--- src/rtl/slot_machine_core_if.sv ---
// rtl/slot_machine_core_if.sv - button pulses in, game status and reel digits out
// Master drives the synchronised button pulses; slave is the game engine.
interface slot_machine_core_if #(
   parameter int NUM_REELS = 3,
   parameter int NUM_MODES = 3,
   parameter int CREDIT_W  = 8
);
   localparam int MODE_W = $clog2(NUM_MODES + 1);

   logic                   mode;
   logic                   start;
   logic                   betinp;
   logic                   betinm;
   logic [MODE_W-1:0]      mode_num;
   logic [3:0]             bet;
   logic [CREDIT_W-1:0]    credit;
   logic                   won;
   logic                   busy;
   logic [4*NUM_REELS-1:0] out;

   modport master (
      output mode, start, betinp, betinm,
      input  mode_num, bet, credit, won, busy, out
   );

   modport slave (
      input  mode, start, betinp, betinm,
      output mode_num, bet, credit, won, busy, out
   );
endinterface

--- src/rtl/slot_machine_core.sv ---
// rtl/slot_machine_core.sv - clocked slot machine engine: reels, modes, bet and credit
// One FSM (IDLE/SPIN/EVAL/PAYOUT) owns all state; every output comes straight from a register.
module slot_machine_core #(
   parameter int NUM_REELS   = 3,
   parameter int NUM_MODES   = 3,
   parameter int SPIN_CYCLES = 16,
   parameter int BET_MAX     = 9,
   parameter int CREDIT_W    = 8,
   parameter int INIT_CREDIT = 20,
   parameter int JACKPOT_MUL = 8
) (
   input  logic               clk,
   input  logic               rst,
   slot_machine_core_if.slave bus
);
   localparam int MODE_W = $clog2(NUM_MODES + 1);
   localparam int TOTAL  = SPIN_CYCLES * NUM_REELS;
   localparam int CNT_W  = $clog2(TOTAL + 1);
   localparam logic [31:0] CREDIT_MAX = 32'((64'd1 << CREDIT_W) - 64'd1);

   typedef enum logic [1:0] {IDLE, SPIN, EVAL, PAYOUT} state_t;

   state_t                 state_q, state_d;
   logic [MODE_W-1:0]      mode_q, mode_d;
   logic [3:0]             bet_q, bet_d;
   logic [CREDIT_W-1:0]    credit_q, credit_d;
   logic                   won_q, won_d;
   logic                   busy_q, busy_d;
   logic [CNT_W-1:0]       cnt_q, cnt_d;
   logic [4*NUM_REELS-1:0] reels_q, reels_d;
   logic [31:0]            win_q, win_d;

   logic        all_eq, adj_eq;
   logic [31:0] jack, sum;
   logic [4:0]  step_sum;

   always_ff @(posedge clk) begin
      if (!rst) begin
         state_q  <= IDLE;
         mode_q   <= MODE_W'(1);
         bet_q    <= 4'd1;
         credit_q <= CREDIT_W'(INIT_CREDIT);
         won_q    <= 1'b0;
         busy_q   <= 1'b0;
         cnt_q    <= '0;
         reels_q  <= '0;
         win_q    <= '0;
      end else begin
         state_q  <= state_d;
         mode_q   <= mode_d;
         bet_q    <= bet_d;
         credit_q <= credit_d;
         won_q    <= won_d;
         busy_q   <= busy_d;
         cnt_q    <= cnt_d;
         reels_q  <= reels_d;
         win_q    <= win_d;
      end
   end

   always_comb begin
      state_d  = state_q;
      mode_d   = mode_q;
      bet_d    = bet_q;
      credit_d = credit_q;
      won_d    = won_q;
      cnt_d    = cnt_q;
      reels_d  = reels_q;
      win_d    = win_q;
      step_sum = '0;
      sum      = 32'(credit_q) + win_q;
      jack     = 32'(bet_q) * 32'(JACKPOT_MUL);

      // A single reel is trivially "all equal", so the loop is simply empty then.
      all_eq = 1'b1;
      adj_eq = 1'b0;
      for (int k = 1; k < NUM_REELS; k++) begin
         if (reels_q[4*k +: 4] != reels_q[3:0])       all_eq = 1'b0;
         if (reels_q[4*k +: 4] == reels_q[4*k-4 +: 4]) adj_eq = 1'b1;
      end

      case (state_q)
         IDLE: begin
            if (bus.start) begin
               if (credit_q >= CREDIT_W'(bet_q)) begin
                  state_d  = SPIN;
                  credit_d = credit_q - CREDIT_W'(bet_q);
                  won_d    = 1'b0;
                  cnt_d    = '0;
               end
            end else if (bus.mode) begin
               mode_d = (32'(mode_q) >= 32'(NUM_MODES)) ? MODE_W'(1) : mode_q + MODE_W'(1);
            end else if (bus.betinp) begin
               if (32'(bet_q) < 32'(BET_MAX)) bet_d = bet_q + 4'd1;
            end else if (bus.betinm) begin
               if (bet_q > 4'd1) bet_d = bet_q - 4'd1;
            end
         end
         SPIN: begin
            cnt_d = cnt_q + CNT_W'(1);
            // Reel k keeps stepping by 2k+1 until its own stop point, so reels stop in order.
            for (int k = 0; k < NUM_REELS; k++) begin
               if (32'(cnt_q) < 32'(SPIN_CYCLES * (k + 1))) begin
                  step_sum = {1'b0, reels_q[4*k +: 4]} + 5'(2 * k + 1);
                  reels_d[4*k +: 4] = (step_sum >= 5'd10) ? 4'(step_sum - 5'd10) : step_sum[3:0];
               end
            end
            if (32'(cnt_q) == 32'(TOTAL - 1)) state_d = EVAL;
         end
         EVAL: begin
            if (all_eq)
               win_d = (32'(mode_q) >= 32'd3) ? jack * (32'(mode_q) - 32'd1) : jack;
            else if (32'(mode_q) == 32'd2 && adj_eq)
               win_d = 32'(bet_q) * 32'd2;
            else
               win_d = '0;
            state_d = PAYOUT;
         end
         PAYOUT: begin
            credit_d = (sum > CREDIT_MAX) ? CREDIT_W'(CREDIT_MAX) : CREDIT_W'(sum);
            won_d    = (win_q != '0);
            state_d  = IDLE;
         end
         default: state_d = IDLE;
      endcase

      busy_d = (state_d != IDLE);
   end

   assign bus.mode_num = mode_q;
   assign bus.bet      = bet_q;
   assign bus.credit   = credit_q;
   assign bus.won      = won_q;
   assign bus.busy     = busy_q;
   assign bus.out      = reels_q;
endmodule

--- src/flat_wrapper.sv ---
// flat-port wrapper written by rule: the top's interface ports become plain ports
module slot_machine_core_flat 
#(
   parameter int NUM_REELS   = 3,
   parameter int NUM_MODES   = 3,
   parameter int SPIN_CYCLES = 16,
   parameter int BET_MAX     = 9,
   parameter int CREDIT_W    = 8,
   parameter int INIT_CREDIT = 20,
   parameter int JACKPOT_MUL = 8
)
  (clk, rst, bus_mode, bus_start, bus_betinp, bus_betinm, bus_mode_num, bus_bet, bus_credit, bus_won, bus_busy, bus_out);
  slot_machine_core_if #(.NUM_REELS(NUM_REELS), .NUM_MODES(NUM_MODES), .CREDIT_W(CREDIT_W)) bus_i ();
  input  logic clk;
  input  logic rst;
  input wire logic [$bits(bus_i.mode)-1:0] bus_mode;
  input wire logic [$bits(bus_i.start)-1:0] bus_start;
  input wire logic [$bits(bus_i.betinp)-1:0] bus_betinp;
  input wire logic [$bits(bus_i.betinm)-1:0] bus_betinm;
  output wire logic [$bits(bus_i.mode_num)-1:0] bus_mode_num;
  output wire logic [$bits(bus_i.bet)-1:0] bus_bet;
  output wire logic [$bits(bus_i.credit)-1:0] bus_credit;
  output wire logic [$bits(bus_i.won)-1:0] bus_won;
  output wire logic [$bits(bus_i.busy)-1:0] bus_busy;
  output wire logic [$bits(bus_i.out)-1:0] bus_out;
  assign bus_i.mode = bus_mode;
  assign bus_i.start = bus_start;
  assign bus_i.betinp = bus_betinp;
  assign bus_i.betinm = bus_betinm;
  assign bus_mode_num = bus_i.mode_num;
  assign bus_bet = bus_i.bet;
  assign bus_credit = bus_i.credit;
  assign bus_won = bus_i.won;
  assign bus_busy = bus_i.busy;
  assign bus_out = bus_i.out;
  slot_machine_core #(.NUM_REELS(NUM_REELS), .NUM_MODES(NUM_MODES), .SPIN_CYCLES(SPIN_CYCLES), .BET_MAX(BET_MAX), .CREDIT_W(CREDIT_W), .INIT_CREDIT(INIT_CREDIT), .JACKPOT_MUL(JACKPOT_MUL)) u_core (.clk(clk), .rst(rst), .bus(bus_i));
endmodule
--- config.mk ---
export PLATFORM = sky130hd
export DESIGN_NAME = slot_machine_core_flat
export DESIGN_NICKNAME = d
export VERILOG_FILES = /design/src/rtl/slot_machine_core_if.sv /design/src/rtl/slot_machine_core.sv /design/src/flat_wrapper.sv
export SDC_FILE = /design/constraint.sdc
export NUM_CORES = 1
export LEC_CHECK = 0
export CORE_UTILIZATION = 55
export CTS_BUF_LIST = sky130_fd_sc_hd__clkbuf_2 sky130_fd_sc_hd__clkbuf_4 sky130_fd_sc_hd__clkbuf_8
export DETAILED_ROUTE_END_ITERATION = 10
export HOLD_SLACK_MARGIN = 0.02
export PLACE_DENSITY = 0.78
export SLEW_MARGIN = 20
export SYNTH_ARGS = -nofsm -noshare
export SYNTH_HDL_FRONTEND = slang
export SYNTH_SLANG_ARGS = --single-unit
--- constraint.sdc ---
create_clock -name clk -period 3.85 [get_ports clk]
set_input_delay 1.155 -clock clk [delete_from_list [all_inputs] [get_ports clk]]
set_output_delay 1.155 -clock clk [all_outputs]
set_load 0.1 [all_outputs]
==> results of run 1 <==
-- metrics by stage --
stage	total power, W	worst slack, ps	util	hold slack, ps
2_1_floorplan	0.00118	11.1	-	444
3_3_place_gp	0.00128	183	0.616	461
3_5_place_dp	0.00129	54.8	0.616	469
4_1_cts	0.00194	36.4	0.643	479
5_1_grt	0.00203	-107	0.652	511
6_report	0.00194	32.5	0.652	484
-- state kept, by name, indices dropped and copies added (netlist names) --
name                 cells
u_core.win_q            27
u_core.bus.bet           4
u_core.bus.credit        8
u_core.bus.won           1
u_core.cnt_q             6
u_core.bus.busy          1
u_core.bus.mode_num      2
u_core.state_q           2
u_core.bus.out          12
-- tightest hold or removal path: cells and delay by family (launching register included) --
family / cells / cell delay [ps]
simple gates: 1 / 60
compound gates: 1 / 50
flops: 1 / 330
-- layout make-up --
class | count | share of cell area
clock buffers | 9 | 0.0230
clock inverters | 7 | 0.0181
inverters | 28 | 0.0204
multi-input cells | 463 | 0.611
flip-flops and latches | 63 | 0.237
well taps | 105 | 0.0244
repair buffers | 46 | 0.0669
-- path summary, 6_finish.rpt --
check,startpoint,end,slack [ps],cells past startpoint
worst min-delay path,u_core.win_q[25],u_core.win_q[25],480,2
worst max register to register,u_core.bus.mode_num[1],u_core.win_q[14],30,15
worst min register to register,u_core.win_q[25],u_core.win_q[25],480,2
worst max-delay path,u_core.bus.mode_num[1],u_core.win_q[14],30,15
-- power groups by stage --
stage	Clock (W)	Sequential (W)	Combinational (W)
2_1_floorplan	0	0.000899	0.000277
3_3_place_gp	0	0.000747	0.000529
3_5_place_dp	0	0.000748	0.000543
4_1_cts	0.000657	0.000733	0.000546
5_1_grt	0.000687	0.000739	0.000602
6_report	0.000655	0.000733	0.000555
-- cells by family after synthesis --
kind of cell / after synthesis / share of synthesized area
muxes: 7 / 0.0156
and+or+nand+nor: 207 / 0.216
AOI/OAI and AO/OA: 148 / 0.200
xor gates and xnor gates: 48 / 0.0891
DFF: 63 / 0.267
buffers and inverters: 56 / 0.0453
adders and majority gates: 53 / 0.166
-- cell usage after synthesis, types with 13 or more instances --
cell,number,area share
fa_1,16,0.068
nand3_1,18,0.019
inv_1,28,0.022
nand4_1,13,0.017
xnor2_1,29,0.054
xor2_1,19,0.035
ha_1,37,0.098
nand2_1,41,0.033
clkbuf_1,24,0.019
dfxtp_1,63,0.27
nand2b_1,13,0.017
o21ai_0,31,0.033
nor2_1,70,0.056
a21oi_1,43,0.046
-- what timing repair did --
action,in CTS,in global routing
setup endpoints to repair,0,10
buffers inserted,0,8
hold buffers,0,0
resized for setup,0,6
-- per-layer routing --
layer / track usage / vias to the layer above / share of wire
li1: - / 2127 / -
met1: 0.355 / 2009 / 0.46
met2: 0.431 / 133 / 0.47
met3: 0.0411 / 26 / 0.053
met4: 0.107 / 0 / 0.020
met5: 0 / - / 0
==> impl_results.md, run 1 <==
* Cell Rows at 33
* Hold Path Class: reg -> reg
* Multi-input gate area at 3290 sq um
* Layout Cells excl Fill at 721
* Pins over their slew limit at 0
* WL per Instance at 15.8 um
* Drt total wl at 11.4 mm
* Synthesized area at 4720 sq um
* YS warnings at 0
* CTS tree: done
* Crit path launch type: flop
* Htree depth at 3
* 1st-pass router iterations at 5
* Seq. cell area at 1270 sq um
* Clk Latency, worst-skew pair at 360 ps
* Io pins at 34
* CP Data Required Time at 4130 ps
* Die ar. at 8950 sq um
* CP arrival at 4100 ps
* Clk sinks at 63
* Largest net degree at the start of global routing at 43
* Drt initial violations at 252
* Highest-delay cell along the critical path: fa_2
* # fillers at 701
* Post-route ant nets at 0
* Die width at 94.6 um
* Initial Util at 0.571
* Critical Path, Cell by Cell: inv_4, ha_4, nand2b_4, fa_1, inv_2, fa_1, ha_1, a21o_1, a21o_1, a21o_1, a21o_1, a21o_1, fa_2, a22oi_1, nor2_1
* Most common cell after layout, fill and taps aside: nor2_1
* N_diodes at 0
* CP Buf/Inv Count at 2
* Sequential-to-total area share from yosys stat at 0.267
* Clock power share at 0.337
* Sw frac at 0.370
* Register share of total power at 0.377
* Cell repeated most along the worst path: a21o_1
* WS Path Type: reg -> reg
* CP Max Fanout at 5
* Worst slew margin at 0.344
* Fraction of registers with async set/reset at 0
* Pwr/cell area at 361 nW/um^2
* Vias in the first global route at 3910
* Placed Area at 5080 sq um
* Net Sw Power at 0.000719 W
* Setup crit end kind: flop
* Period utilisation layout at 0.992
* Layout area overhead at 14.1%
* Clock root buffer: clkbuf_8
* Max Root-Sink Buffers at 2
* Half-perimeter wire length after placement at 8.45 mm
* Core area at 8260 sq um
* Top_reg_cell synth: dfxtp_1
* Layout cell share with drive strength beyond 1 at 0.138
* F_max at 262 MHz
* CTS Buf Count at 9
* Slew @ Worst Pin at 984 ps
* DRC Markers at 0
* Syn avg cell area at 8.11 sq um
* Worst VDD drop at 0.000243 V
* Global Route Usage Sum at 0.267
* Hold Violations, Final at 0
* GPL Wtd Cong at 0.882
* Dpl cells at 697
* Via density per instance at 5.96
* Synth Instances at 582
* Critical Path Max Stage Delay at 520 ps
* Port Buffers at 33
* Clk pin slew, worst setup/hold paths at 70 ps
* Fin area at 5390 sq um
* Crit path max-delay family: adder cells
* First-pass GRT wire length at 18.6 mm
* Final #Nets at 670
* Initial antenna violation count at 0
* P_leak at 2.28 nW
* Final setup fails at 0
* Worst Skew at 14.7 ps
* RSZ-0062 raised after global routing: true
* Synth cell types at 52
* Vias at 4295
* Synthesized flop and latch total at 63
* Grt total ovfl at 0
* Die Y at 94.6 um
* Combinational Power Share at 0.286
* Max cap viols at 0
* Commonest cells after routing, fill and taps aside: 69 x nor2_1, 57 x dfxtp_1, 42 x a21oi_1
* Total negative setup slack at 0 ps
* Min Clock Period, post-route at 3820 ps
* Status: finished, final reports clean
* Number of synthesized flops with an enable pin at 0
* Int Power at 0.00122 W
* Post-synth net total at 641
Power figures use the tool's default switching activity.
==> inputs of run 2 (changes only) <==
Settings changed: CORE_UTILIZATION 55 to 40, CTS_BUF_LIST sky130_fd_sc_hd__clkbuf_2 sky130_fd_sc_hd__clkbuf_4 sky130_fd_sc_hd__clkbuf_8 to sky130_fd_sc_hd__clkbuf_4, PLACE_DENSITY 0.78 to unset.
==> impl_results.md, run 2 (synthesis gave the netlist of run 1 again) <==
* Worst VDD drop at 0.000233 V
* CP Data Required Time at 4220 ps
* Vias at 4289
* Worst slew margin at 0.288
* Global Route Usage Sum at 0.198
* Largest net degree at the start of global routing at 42
* Highest-delay cell along the critical path: fa_2
* Initial antenna violation count at 0
* Clk sinks at 63
* Met2 global-route usage at 0.306
* Pins over their slew limit at 0
* Critical Path, Cell by Cell: inv_4, ha_4, nand2b_4, fa_1, inv_1, fa_1, ha_1, a21o_1, a21o_1, a21o_1, a21o_1, a21o_1, fa_2, a22oi_2, nor2_1
* Half-perimeter wire length after placement at 8.83 mm
* Via density per instance at 5.67
* Hold Slack at 483 ps
* Dpl cells at 739
* Slew @ Worst Pin at 1060 ps
* GPL Wtd Cong at 0.852
* Cell repeated most along the worst path: a21o_1
* Period utilisation layout at 0.974
* Vias in the first global route at 3999
* Grt total ovfl at 0
* Hold Path Class: reg -> reg
* Die ar. at 12200 sq um
* Max cap viols at 0
* CP Buf/Inv Count at 2
* Layout Cells excl Fill at 757
* Clock root buffer: clkbuf_4
* Worst Skew at 20.6 ps
* WS Path Type: reg -> reg
* # fillers at 1116
* Crit path launch type: flop
* Min Clock Period, post-route at 3750 ps
* Grt met1 use at 0.274
* Port Buffers at 33
* CP Max Fanout at 5
* P_leak at 2.24 nW
* Pwr/cell area at 330 nW/um^2
* Io pins at 34
* CTS tree: done
* Post-place setup slack at 73.1 ps
* Clk pin slew, worst setup/hold paths at 120 ps
* Clk Latency, worst-skew pair at 450 ps
* Core area at 11500 sq um
* GR Util met3 at 0.0329
* CTS Buf Count at 9
* Cell Rows at 39
* Drt initial violations at 229
* DRC Markers at 0
* Die Y at 111 um
* WL per Instance at 15.4 um
* Max FFs per register at 27
* Total design power at 0.00176 W
* Total negative setup slack at 0 ps
* First-pass GRT wire length at 19.6 mm
* Htree depth at 3
* # hold bufs at CTS at 0
* Die width at 111 um
* Initial Util at 0.411
* N_diodes at 0
* 1st-pass router iterations at 5
* Layout cell share with drive strength beyond 1 at 0.134
* Max Root-Sink Buffers at 2
* Final setup fails at 0
* Status: finished, final reports clean
* Crit path max-delay family: adder cells
* F_max at 267 MHz
* Setup crit end kind: flop
* Most common cell after layout, fill and taps aside: nor2_1
* Commonest cells after routing, fill and taps aside: 70 x nor2_1, 57 x dfxtp_1, 42 x a21oi_1
* Largest register by flop count: u_core.win_q
* Post-route ant nets at 0
* Final #Nets at 668
* Drt total wl at 11.7 mm
* RSZ-0062 raised after global routing: true
* Setup slack, reg-to-reg at 100 ps
* CP arrival at 4120 ps
* Global-route layer with the greatest usage: met2
* Crit path setup slack, layout at 102 ps
* Critical Path Max Stage Delay at 520 ps
* Hold Violations, Final at 0
* Layout area overhead at 13.3%
[run 2: cell count changes in the layout (fill, tap and decap cells not counted), sizes merged]
cell	change
buf	-2
inv	+1
bufinv	-1
[run 2: worst min-delay path: stages, from the launching register on]
cell	delay [ps]
dfxtp_1	340
nand2_1	50
a21oi_1	50
[run 2: repair_timing]
item	in CTS	in global routing
gates resized for setup	0	5
buffers inserted	0	2
endpoints found under the setup margin	0	10
[run 2: area by class of cell]
type / count / area [sq um] / share of cell area
multi-input cells: 463 / 3300 / 0.617
well taps: 143 / 179 / 0.0335
clock buffers: 9 / 67.6 / 0.0126
flip-flops and latches: 63 / 1270 / 0.238
clock inverters: 7 / 72.6 / 0.0136
inverters: 28 / 110 / 0.0206
repair buffers: 44 / 345 / 0.0646
[run 2: power by group]
group / internal, W / leakage, nW / switching [W]
combinational: 0.000179 / 1.65 / 0.000373
sequential: 0.000679 / 0.514 / 0.0000530
clock: 0.000198 / 0.0723 / 0.000281
total: 0.00106 / 2.24 / 0.000707
[run 2: routing by layer]
metal  up-vias  part of all wire  wire length (um)
met4         0             0.019               222
li1       2129                 -                 -
met3        17             0.036               417
met2        91              0.45              5230
met1      2052              0.50              5780
met5         -                 0                 0
[run 2: path summary, 6_finish.rpt]
check,startpoint,to,cells after the start
setup / recovery,u_core.bus.mode_num[1],u_core.win_q[14],15
hold / removal,u_core.win_q[25],u_core.win_q[25],2
setup reg to reg,u_core.bus.mode_num[1],u_core.win_q[14],15
hold reg to reg,u_core.win_q[25],u_core.win_q[25],2
[run 2: metrics by stage]
| step | instance area [sq um] | util |
|---|---|---|
| floorplan | 4760 | - |
| global placement | 5160 | 0.450 |
| global route | 5340 | 0.466 |
| finish | 5340 | 0.466 |
| detailed placement | 5160 | 0.450 |
| CTS | 5300 | 0.462 |
==> inputs of run 3 (changes only) <==
Settings changed: CORE_UTILIZATION 40 to 50, PLACE_DENSITY set to 0.72.
==> impl_results.md, run 3 (synthesis gave the netlist of run 1 again) <==
* Pwr/cell area at 341 nW/um^2
* Setup crit end kind: flop
* Min Clock Period, post-route at 3780 ps
* Vias at 4321
* Worst slew margin at 0.330
* Period utilisation layout at 0.981
* CP Max Fanout at 5
* CP arrival at 4120 ps
* Layout cell share with drive strength beyond 1 at 0.148
* Layout Cells excl Fill at 727
* Initial Util at 0.513
* F_max at 265 MHz
* P_leak at 2.25 nW
* Critical Path Max Stage Delay at 520 ps
* Clk pin slew, worst setup/hold paths at 110 ps
* Drt total wl at 11.6 mm
* GPL Wtd Cong at 0.904
* DRC Markers at 0
* Max Root-Sink Buffers at 2
* # hold bufs at CTS at 0
* Crit path launch type: flop
* Largest net degree at the start of global routing at 44
* Die ar. at 9830 sq um
* Initial antenna violation count at 0
* Half-perimeter wire length after placement at 8.70 mm
* CP Buf/Inv Count at 2
* Final #Nets at 670
* Vias in the first global route at 3982
* Clk Latency, worst-skew pair at 430 ps
* Largest register by flop count: u_core.win_q
* Hold Path Class: reg -> reg
* CTS tree: done
* Die Y at 99.1 um
* Int Power at 0.00113 W
* Htree depth at 3
* CP Data Required Time at 4190 ps
* Port Buffers at 33
* Sw frac at 0.385
* Max cap viols at 0
* Layout area overhead at 13.7%
* First-pass GRT wire length at 19.6 mm
* WS Path Type: reg -> reg
* Post-place setup slack at 77.0 ps
* Worst Skew at 30.3 ps
* Drt initial violations at 296
* Status: finished, final reports clean
* RSZ-0062 raised after global routing: true
* Most common cell after layout, fill and taps aside: nor2_1
* Crit path max-delay family: adder cells
* Final Util at 0.583
* Worst VDD drop at 0.000308 V
* Clock root buffer: clkbuf_4
* Die width at 99.1 um
* Post-route ant nets at 0
* Io pins at 34
* Final setup fails at 0
* Net Sw Power at 0.000705 W
* Highest-delay cell along the critical path: fa_1
* Crit path setup slack, layout at 73.2 ps
* Cell Rows at 35
* Clock power share at 0.295
* WL per Instance at 16.0 um
* Combinational Power Share at 0.305
* Grt total ovfl at 0
* 1st-pass router iterations at 5
* Dpl cells at 706
* Slew @ Worst Pin at 1010 ps
* Total negative setup slack at 0 ps
* Max FFs per register at 27
* Clk sinks at 63
* Critical Path, Cell by Cell: inv_4, ha_4, nand2b_4, fa_1, inv_2, fa_1, fa_2, a21o_1, a21oi_2, nor2b_2, o21ai_2, nand2b_1, fa_2, a22oi_1, nor2_1
* Pins over their slew limit at 0
* Via density per instance at 5.94
* Hold Violations, Final at 0
* CTS Buf Count at 9
* Register share of total power at 0.400
* Core area at 9200 sq um
* N_diodes at 0
* Commonest cells after routing, fill and taps aside: 69 x nor2_1, 57 x dfxtp_1, 42 x a21oi_1
* Global Route Usage Sum at 0.251
run 3: changes by cell type in the layout (fill, tap and decap cells not counted), sizes merged:
cell,change
clkinv,-1
bufinv,+1
buf,+2
run 3: path summary, 6_finish.rpt:
check / end / startpoint / depth (start not counted) / slack, ps
worst max-delay path: u_core.win_q[13] / u_core.bus.mode_num[1] / 15 / 70
worst min-delay path: u_core.win_q[25] / u_core.win_q[25] / 2 / 480
worst max register to register: u_core.win_q[13] / u_core.bus.mode_num[1] / 15 / 70
worst min register to register: u_core.win_q[25] / u_core.win_q[25] / 2 / 480
run 3: power by group through the flow:
stage	registers (W)	logic, W	clock network [W]
2_1_floorplan	0.000899	0.000277	0
3_3_place_gp	0.000746	0.000532	0
3_5_place_dp	0.000747	0.000545	0
4_1_cts	0.000733	0.000548	0.000552
5_1_grt	0.000740	0.000609	0.000590
6_report	0.000733	0.000558	0.000540
run 3: per-layer routing:
| metal | part of all wire | GRT usage |
|---|---|---|
| met1 | 0.47 | 0.345 |
| met2 | 0.48 | 0.410 |
| met3 | 0.040 | 0.0358 |
| met4 | 0.013 | 0.0758 |
| met5 | 0 | 0 |
run 3: cell type report:
type                    count  area, sq um
fillers                   819         3830
flip-flops and latches     63         1270
clock buffers               9         67.6
repair buffers             46          360
inverters                  28          110
well taps                 111          139
multi-input cells         463         3320
clock inverters             7         96.3
run 3: repair_timing:
action | CTS | global route
setup buffers | 0 | 5
gates resized for setup | 0 | 13
endpoints found under the setup margin | 0 | 10
run 3: tightest hold or removal path: cells and delay by family, from the launching register on:
family,cells,cell delay (ps)
flops,1,330
simple gates,1,60
compound gates,1,50
run 3: per-stage QoR:
stage                     total power, W  cell area [sq um]  hold slack, ps
final                            0.00183               5370             482
after floorplan                  0.00118               4760             444
after detailed placement         0.00129               5110             468
after global placement           0.00128               5110             462
after global routing             0.00194               5370             507
after CTS                        0.00183               5280             483
